[src/rtl/maxnet_pkg.sv]
// Shared types and sizes for the winner-take-all sequencing controller.
package maxnet_pkg;
  localparam int N_NODES = 4;
  localparam int IDX_W   = 2;
  localparam int DATA_W  = 32;

  typedef enum logic [2:0] {
    S_IDLE  = 3'd0,
    S_LOAD1 = 3'd1,
    S_LOAD2 = 3'd2,
    S_ITER  = 3'd3,
    S_DONE  = 3'd4
  } state_e;
endpackage

[src/rtl/one_hot_detect.sv]
// Classifies the neuron activity flags: exactly one set, none set, lowest set index.
module one_hot_detect
  import maxnet_pkg::*;
(
  input  logic [N_NODES-1:0] flags,
  output logic               count_is_one,
  output logic               count_is_zero,
  output logic [IDX_W-1:0]   low_idx
);
  assign count_is_zero = (flags == '0);
  // Clearing the lowest set bit leaves zero only for a power of two.
  assign count_is_one  = !count_is_zero && ((flags & (flags - 1'b1)) == '0);

  always_comb begin
    low_idx = '0;
    for (int i = N_NODES - 1; i >= 0; i--) begin
      if (flags[i]) low_idx = IDX_W'(i);
    end
  end
endmodule

[src/rtl/maxnet_ctrl.sv]
// Load/feedback sequencer for the 4-neuron maxnet; reports winner, no-winner or timeout.
module maxnet_ctrl
  import maxnet_pkg::*;
#(
  parameter int MAX_ITER = 64,
  parameter int ITER_W   = 7
) (
  input  logic               clk,
  input  logic               rst,
  input  logic               start,
  input  logic [N_NODES-1:0] o,
  input  logic [DATA_W-1:0]  xo0,
  input  logic [DATA_W-1:0]  xo1,
  input  logic [DATA_W-1:0]  xo2,
  input  logic [DATA_W-1:0]  xo3,
  output logic               mux,
  output logic               busy,
  output logic               done,
  output logic [IDX_W-1:0]   winner,
  output logic [DATA_W-1:0]  winner_val,
  output logic               no_winner,
  output logic               timeout
);
  state_e              state_q, state_d;
  logic [ITER_W-1:0]   iter_cnt_q, iter_cnt_d;
  logic                mux_q, mux_d;
  logic                busy_q, busy_d;
  logic                done_q, done_d;
  logic [IDX_W-1:0]    winner_q, winner_d;
  logic [DATA_W-1:0]   winner_val_q, winner_val_d;
  logic                no_winner_q, no_winner_d;
  logic                timeout_q, timeout_d;

  logic                is_one, is_zero;
  logic [IDX_W-1:0]    low_idx;
  logic [DATA_W-1:0]   xo_arr [N_NODES];
  logic                last_iter;

  assign xo_arr[0] = xo0;
  assign xo_arr[1] = xo1;
  assign xo_arr[2] = xo2;
  assign xo_arr[3] = xo3;

  assign last_iter = (iter_cnt_q == ITER_W'(MAX_ITER - 1));

  one_hot_detect u_ohd (
    .flags         (o),
    .count_is_one  (is_one),
    .count_is_zero (is_zero),
    .low_idx       (low_idx)
  );

  always_comb begin
    state_d      = state_q;
    iter_cnt_d   = iter_cnt_q;
    winner_d     = winner_q;
    winner_val_d = winner_val_q;
    no_winner_d  = no_winner_q;
    timeout_d    = timeout_q;
    unique case (state_q)
      S_IDLE: begin
        if (start) begin
          state_d      = S_LOAD1;
          iter_cnt_d   = '0;
          winner_d     = '0;
          winner_val_d = '0;
          no_winner_d  = 1'b0;
          timeout_d    = 1'b0;
        end
      end
      S_LOAD1: state_d = S_LOAD2;
      S_LOAD2: state_d = S_ITER;
      S_ITER: begin
        // Single survivor wins over timeout when both happen on the last step.
        if (is_one) begin
          state_d      = S_DONE;
          winner_d     = low_idx;
          winner_val_d = xo_arr[low_idx];
        end else if (is_zero) begin
          state_d      = S_DONE;
          no_winner_d  = 1'b1;
          winner_d     = '0;
          winner_val_d = '0;
        end else if (last_iter) begin
          state_d      = S_DONE;
          timeout_d    = 1'b1;
          winner_d     = low_idx;
          winner_val_d = xo_arr[low_idx];
        end else begin
          iter_cnt_d   = iter_cnt_q + ITER_W'(1);
        end
      end
      S_DONE:  state_d = S_IDLE;
      default: state_d = S_IDLE;
    endcase
  end

  // Status outputs are registered from the next state so they move with transitions.
  always_comb begin
    mux_d  = (state_d == S_ITER) || (state_d == S_DONE);
    busy_d = (state_d != S_IDLE);
    done_d = (state_d == S_DONE);
  end

  always_ff @(posedge clk or negedge rst) begin
    if (!rst) begin
      state_q      <= S_IDLE;
      iter_cnt_q   <= '0;
      mux_q        <= 1'b0;
      busy_q       <= 1'b0;
      done_q       <= 1'b0;
      winner_q     <= '0;
      winner_val_q <= '0;
      no_winner_q  <= 1'b0;
      timeout_q    <= 1'b0;
    end else begin
      state_q      <= state_d;
      iter_cnt_q   <= iter_cnt_d;
      mux_q        <= mux_d;
      busy_q       <= busy_d;
      done_q       <= done_d;
      winner_q     <= winner_d;
      winner_val_q <= winner_val_d;
      no_winner_q  <= no_winner_d;
      timeout_q    <= timeout_d;
    end
  end

  assign mux        = mux_q;
  assign busy       = busy_q;
  assign done       = done_q;
  assign winner     = winner_q;
  assign winner_val = winner_val_q;
  assign no_winner  = no_winner_q;
  assign timeout    = timeout_q;
endmodule
[config.mk]
export PLATFORM = sky130hd
export DESIGN_NAME = maxnet_ctrl
export DESIGN_NICKNAME = d
export VERILOG_FILES = /design/src/rtl/maxnet_pkg.sv /design/src/rtl/one_hot_detect.sv /design/src/rtl/maxnet_ctrl.sv
export SDC_FILE = /design/constraint.sdc
export NUM_CORES = 1
export LEC_CHECK = 0
export BUFFER_PORTS_ARGS = -buffer_cell sky130_fd_sc_hd__buf_2
export CAP_MARGIN = 0
export CORE_ASPECT_RATIO = 1.4
export CORE_MARGIN = 2
export CORE_UTILIZATION = 31
export DETAILED_ROUTE_END_ITERATION = 7
export GPL_ROUTABILITY_DRIVEN = 1
export PLACE_DENSITY = 0.69
export SLEW_MARGIN = 5
export SYNTH_ARGS = -nofsm -noshare
export SYNTH_HDL_FRONTEND = slang
export SYNTH_SLANG_ARGS = --single-unit
[constraint.sdc]
create_clock -name clk -period 4 [get_ports clk]
set_input_delay 0.4 -clock clk [delete_from_list [all_inputs] [get_ports clk]]
set_output_delay 0.4 -clock clk [all_outputs]
set_load 0.03 [all_outputs]
==> impl_metrics.ini <==
[cts]
holdBufCountCts = 0
worstSkewPairLatency_ns = 0.28
cts.sink_count = 49
clock_tree_from_tritoncts = built
root_buffer = sky130_fd_sc_hd__clkbuf_16
register_clock_pin_slew_on_the_reported_worst_setup_and_hold_paths_ns = 0.06
cts_resized = 0
max_buffers_root_to_sink = 2
htree_num_levels = 2
numCtsBuffers = 5
cts.repair_timing.setup_buffer_count = 0

[timing]
slew_violations = 0
tightestPinTransition_ns = 1.09
worst_slew_margin_rel_pct = 27.5
finalSetupViolCount = 0
final_period_minus_worst_setup_slack_ns = 2.37
finalClockSkew_ns = 0.00506
hold_viol = 0
final_critical_path_setup_slack_ns = 1.63
final_layout_setup_total_negative_slack_ns = 0
unrepaired_setup_endpoints_after_global_routing = no
max_freq_ghz = 0.422
min_period_over_period_pct = 59.2

[synth]
synthDistinctLibCells = 43
netlist_instances = 235
synth_seq_area_share_pct = 45.0
ys.warnings.count = 0
post_synthesis_async_set_or_reset_flop_share_pct = 100
ys_ff_latch = 49
synth_edf_count = 0
ys_dominant_reg_cell = sky130_fd_sc_hd__dfrtp_1
netlist_area_um2 = 2720
yosysTopAreaCell = sky130_fd_sc_hd__dfrtp_1
synth_top_area_share_pct = 45.0
synth.area.top_cells = sky130_fd_sc_hd__dfrtp_1, sky130_fd_sc_hd__a32o_1, sky130_fd_sc_hd__a221o_1
synthesis.nets = 371
syn-mean-instance-area_um2 = 11.6

[pwr]
pwr_density_cell_nw_per_um2 = 652
leakage_nw = 1.83
max-vdd-ir-drop_mv = 0.368

[detailed_routing]
route.detailed.drc = 0
initialDrtViolationCount = 62
via_count = 2725
via_per_inst = 5.45
post_drt_wl_per_cell_um = 16.5
antenna_violating_nets_post_route = 0
route.final.wire_length_um = 8260
drt_pre_antenna_iters = 4

[floorplanning]
die_height_um = 115
io_pins = 174
rows = 40
fp.dieW_um = 83.2
dieArea_um2 = 9560
placeableCoreArea_um2 = 8560
initial_core_utilization_pct = 31.8

[global_routing]
grt.busiest_layer = met2
globalRouteTotalUtil_pct = 17.2
largest_net_degree_at_the_start_of_global_routing = 50
grt-ovfl-total = 0
antenna_found_initial = 1
met1_usage_pct = 19.4
use_met3_pct = 3.16
globalRouteMet2Util_pct = 32.7
first_global_vias = 2825
grt_pass1_wl_um = 13500

[worst_setup_path]
worstPathMaxFanout = 35
worst_ep_arrival_time_ns = 2.58
required_ns = 4.21
critical-path-max-stage-delay_ns = 0.78
cp-start-kind = flop
critical_path_cell_by_cell = ha_1 > nand3_1 > or3_1 > a21oi_4 > a32o_1
critPathSlowestCell = sky130_fd_sc_hd__a21oi_4
worstSetupEndpointType = flop
timing_worst_setup_path_type = flop to flop
ff2ff_setup_slack_ns = 1.63

[placement]
place.port_buffers = 173
detailed_place_hpwl_um = 6100
pre_cts_setup_slack_ns = 1.50
place_area_um2 = 3620
routabilityCongestion = 0.754

[cells_and_area]
nets = 529
finalInstanceArea_um2 = 3770
fraction_of_layout_instances_using_a_drive_strength_above_1_pct = 49.7
area_growth_pct = 38.3
finish.utilization_pct = 44.0

[min_path]
hold_class = input port to async pin

[flow_run]
cap_violations = 0

[run_status]
status = finished, final reports clean
logic make-up (layout without fill, tap and decap cells):
logic type                 after synthesis  in the layout  share of synthesized area [%]
muxes                                    4              4                           1.47
buffers and inverters                   28            187                           5.24
and+or+nand+nor                         41             41                           8.73
DFF                                     49             49                           45.0
AOI/OAI and AO/OA                      112            112                           39.1
adders and majority gates                1              1                          0.459
other                                    0              1                              0
worst paths after layout:
check | end | depth (start not counted) | startpoint
max | winner_val[0] | 5 | iter_cnt_q[0]
min in group clk | busy | 3 | start
min reg2reg | timeout | 1 | timeout
min | winner_val[31] | 1 | rst
max reg2reg | winner_val[0] | 5 | iter_cnt_q[0]
max in group asynchronous | iter_cnt_q[3] | 1 | rst
layer usage:
layer,part of all wire [%],vias to the layer above
li1,-,1315
met1,39,1309
met2,54,93
met3,5.7,8
met4,1.2,0
met5,0,-
per-stage QoR:
| step | cells | total power [mW] | hold WS [ns] |
|---|---|---|---|
| after detailed placement | 491 | 2.08 | 0.476 |
| final | 500 | 2.46 | 0.326 |
| after global routing | 500 | 2.61 | 0.357 |
| after floorplan | 235 | 1.69 | 0.104 |
| after global placement | 491 | 2.05 | 0.468 |
| after CTS | 499 | 2.48 | 0.350 |
cell usage in the layout (no fill, tap or decap), types with 2 or more instances in the layout:
| cell type | count |
|---|---|
| sky130_fd_sc_hd__nor3_1 | 5 |
| sky130_fd_sc_hd__dfrtp_1 | 49 |
| sky130_fd_sc_hd__clkinv_2 | 2 |
| sky130_fd_sc_hd__nand3_1 | 2 |
| sky130_fd_sc_hd__o31ai_1 | 2 |
| sky130_fd_sc_hd__o22a_1 | 32 |
| sky130_fd_sc_hd__buf_4 | 5 |
| sky130_fd_sc_hd__nor2_1 | 6 |
| sky130_fd_sc_hd__a32o_1 | 33 |
| sky130_fd_sc_hd__mux2i_1 | 4 |
| sky130_fd_sc_hd__or2_2 | 2 |
| sky130_fd_sc_hd__a211oi_1 | 2 |
| sky130_fd_sc_hd__nand2_1 | 10 |
| sky130_fd_sc_hd__buf_2 | 173 |
| sky130_fd_sc_hd__clkbuf_16 | 5 |
| sky130_fd_sc_hd__nand4_1 | 2 |
| sky130_fd_sc_hd__a221o_1 | 32 |
power by group:
group	internal [mW]	switching, mW
Clock	0.230	0.172
Combinational	0.433	0.764
Sequential	0.718	0.140
Total	1.38	1.08
synth_stat cells, drive strengths merged, types with 2 or more instances:
| cell type | number |
|---|---|
| nor3 | 6 |
| mux2i | 4 |
| a221o | 32 |
| buf | 9 |
| clkbuf | 18 |
| a32o | 33 |
| or2 | 3 |
| o31ai | 3 |
| a211oi | 2 |
| dfrtp | 49 |
| o22a | 32 |
| a21oi | 2 |
| nand3 | 2 |
| nand4 | 2 |
| nor2 | 7 |
| nand2 | 10 |
| or3 | 2 |
final cells by class:
class	count	area [µm²]
multi-input combinational	158	1360
antenna	1	2.50
fill	844	4790
inverter	1	3.75
sequential	49	1230
timing repair buffer	178	903
clock buffer	6	129
tap	105	131
clock inverter	2	10.0
flip-flops by register name (all words and copies together) (netlist names):
signal,flops
winner_val,32
state_q,3
mux,1
timeout,1
done,1
busy,1
iter_cnt_q,7
winner,2
no_winner,1
worst max-delay path: cells and delay by family (launching register included):
kind | cells | cell delay (ns)
compound gates | 2 | 1.06
simple gates | 2 | 0.65
flops | 1 | 0.40
fa+ha+maj | 1 | 0.18
Note: power is estimated with default switching activity, not from simulation.
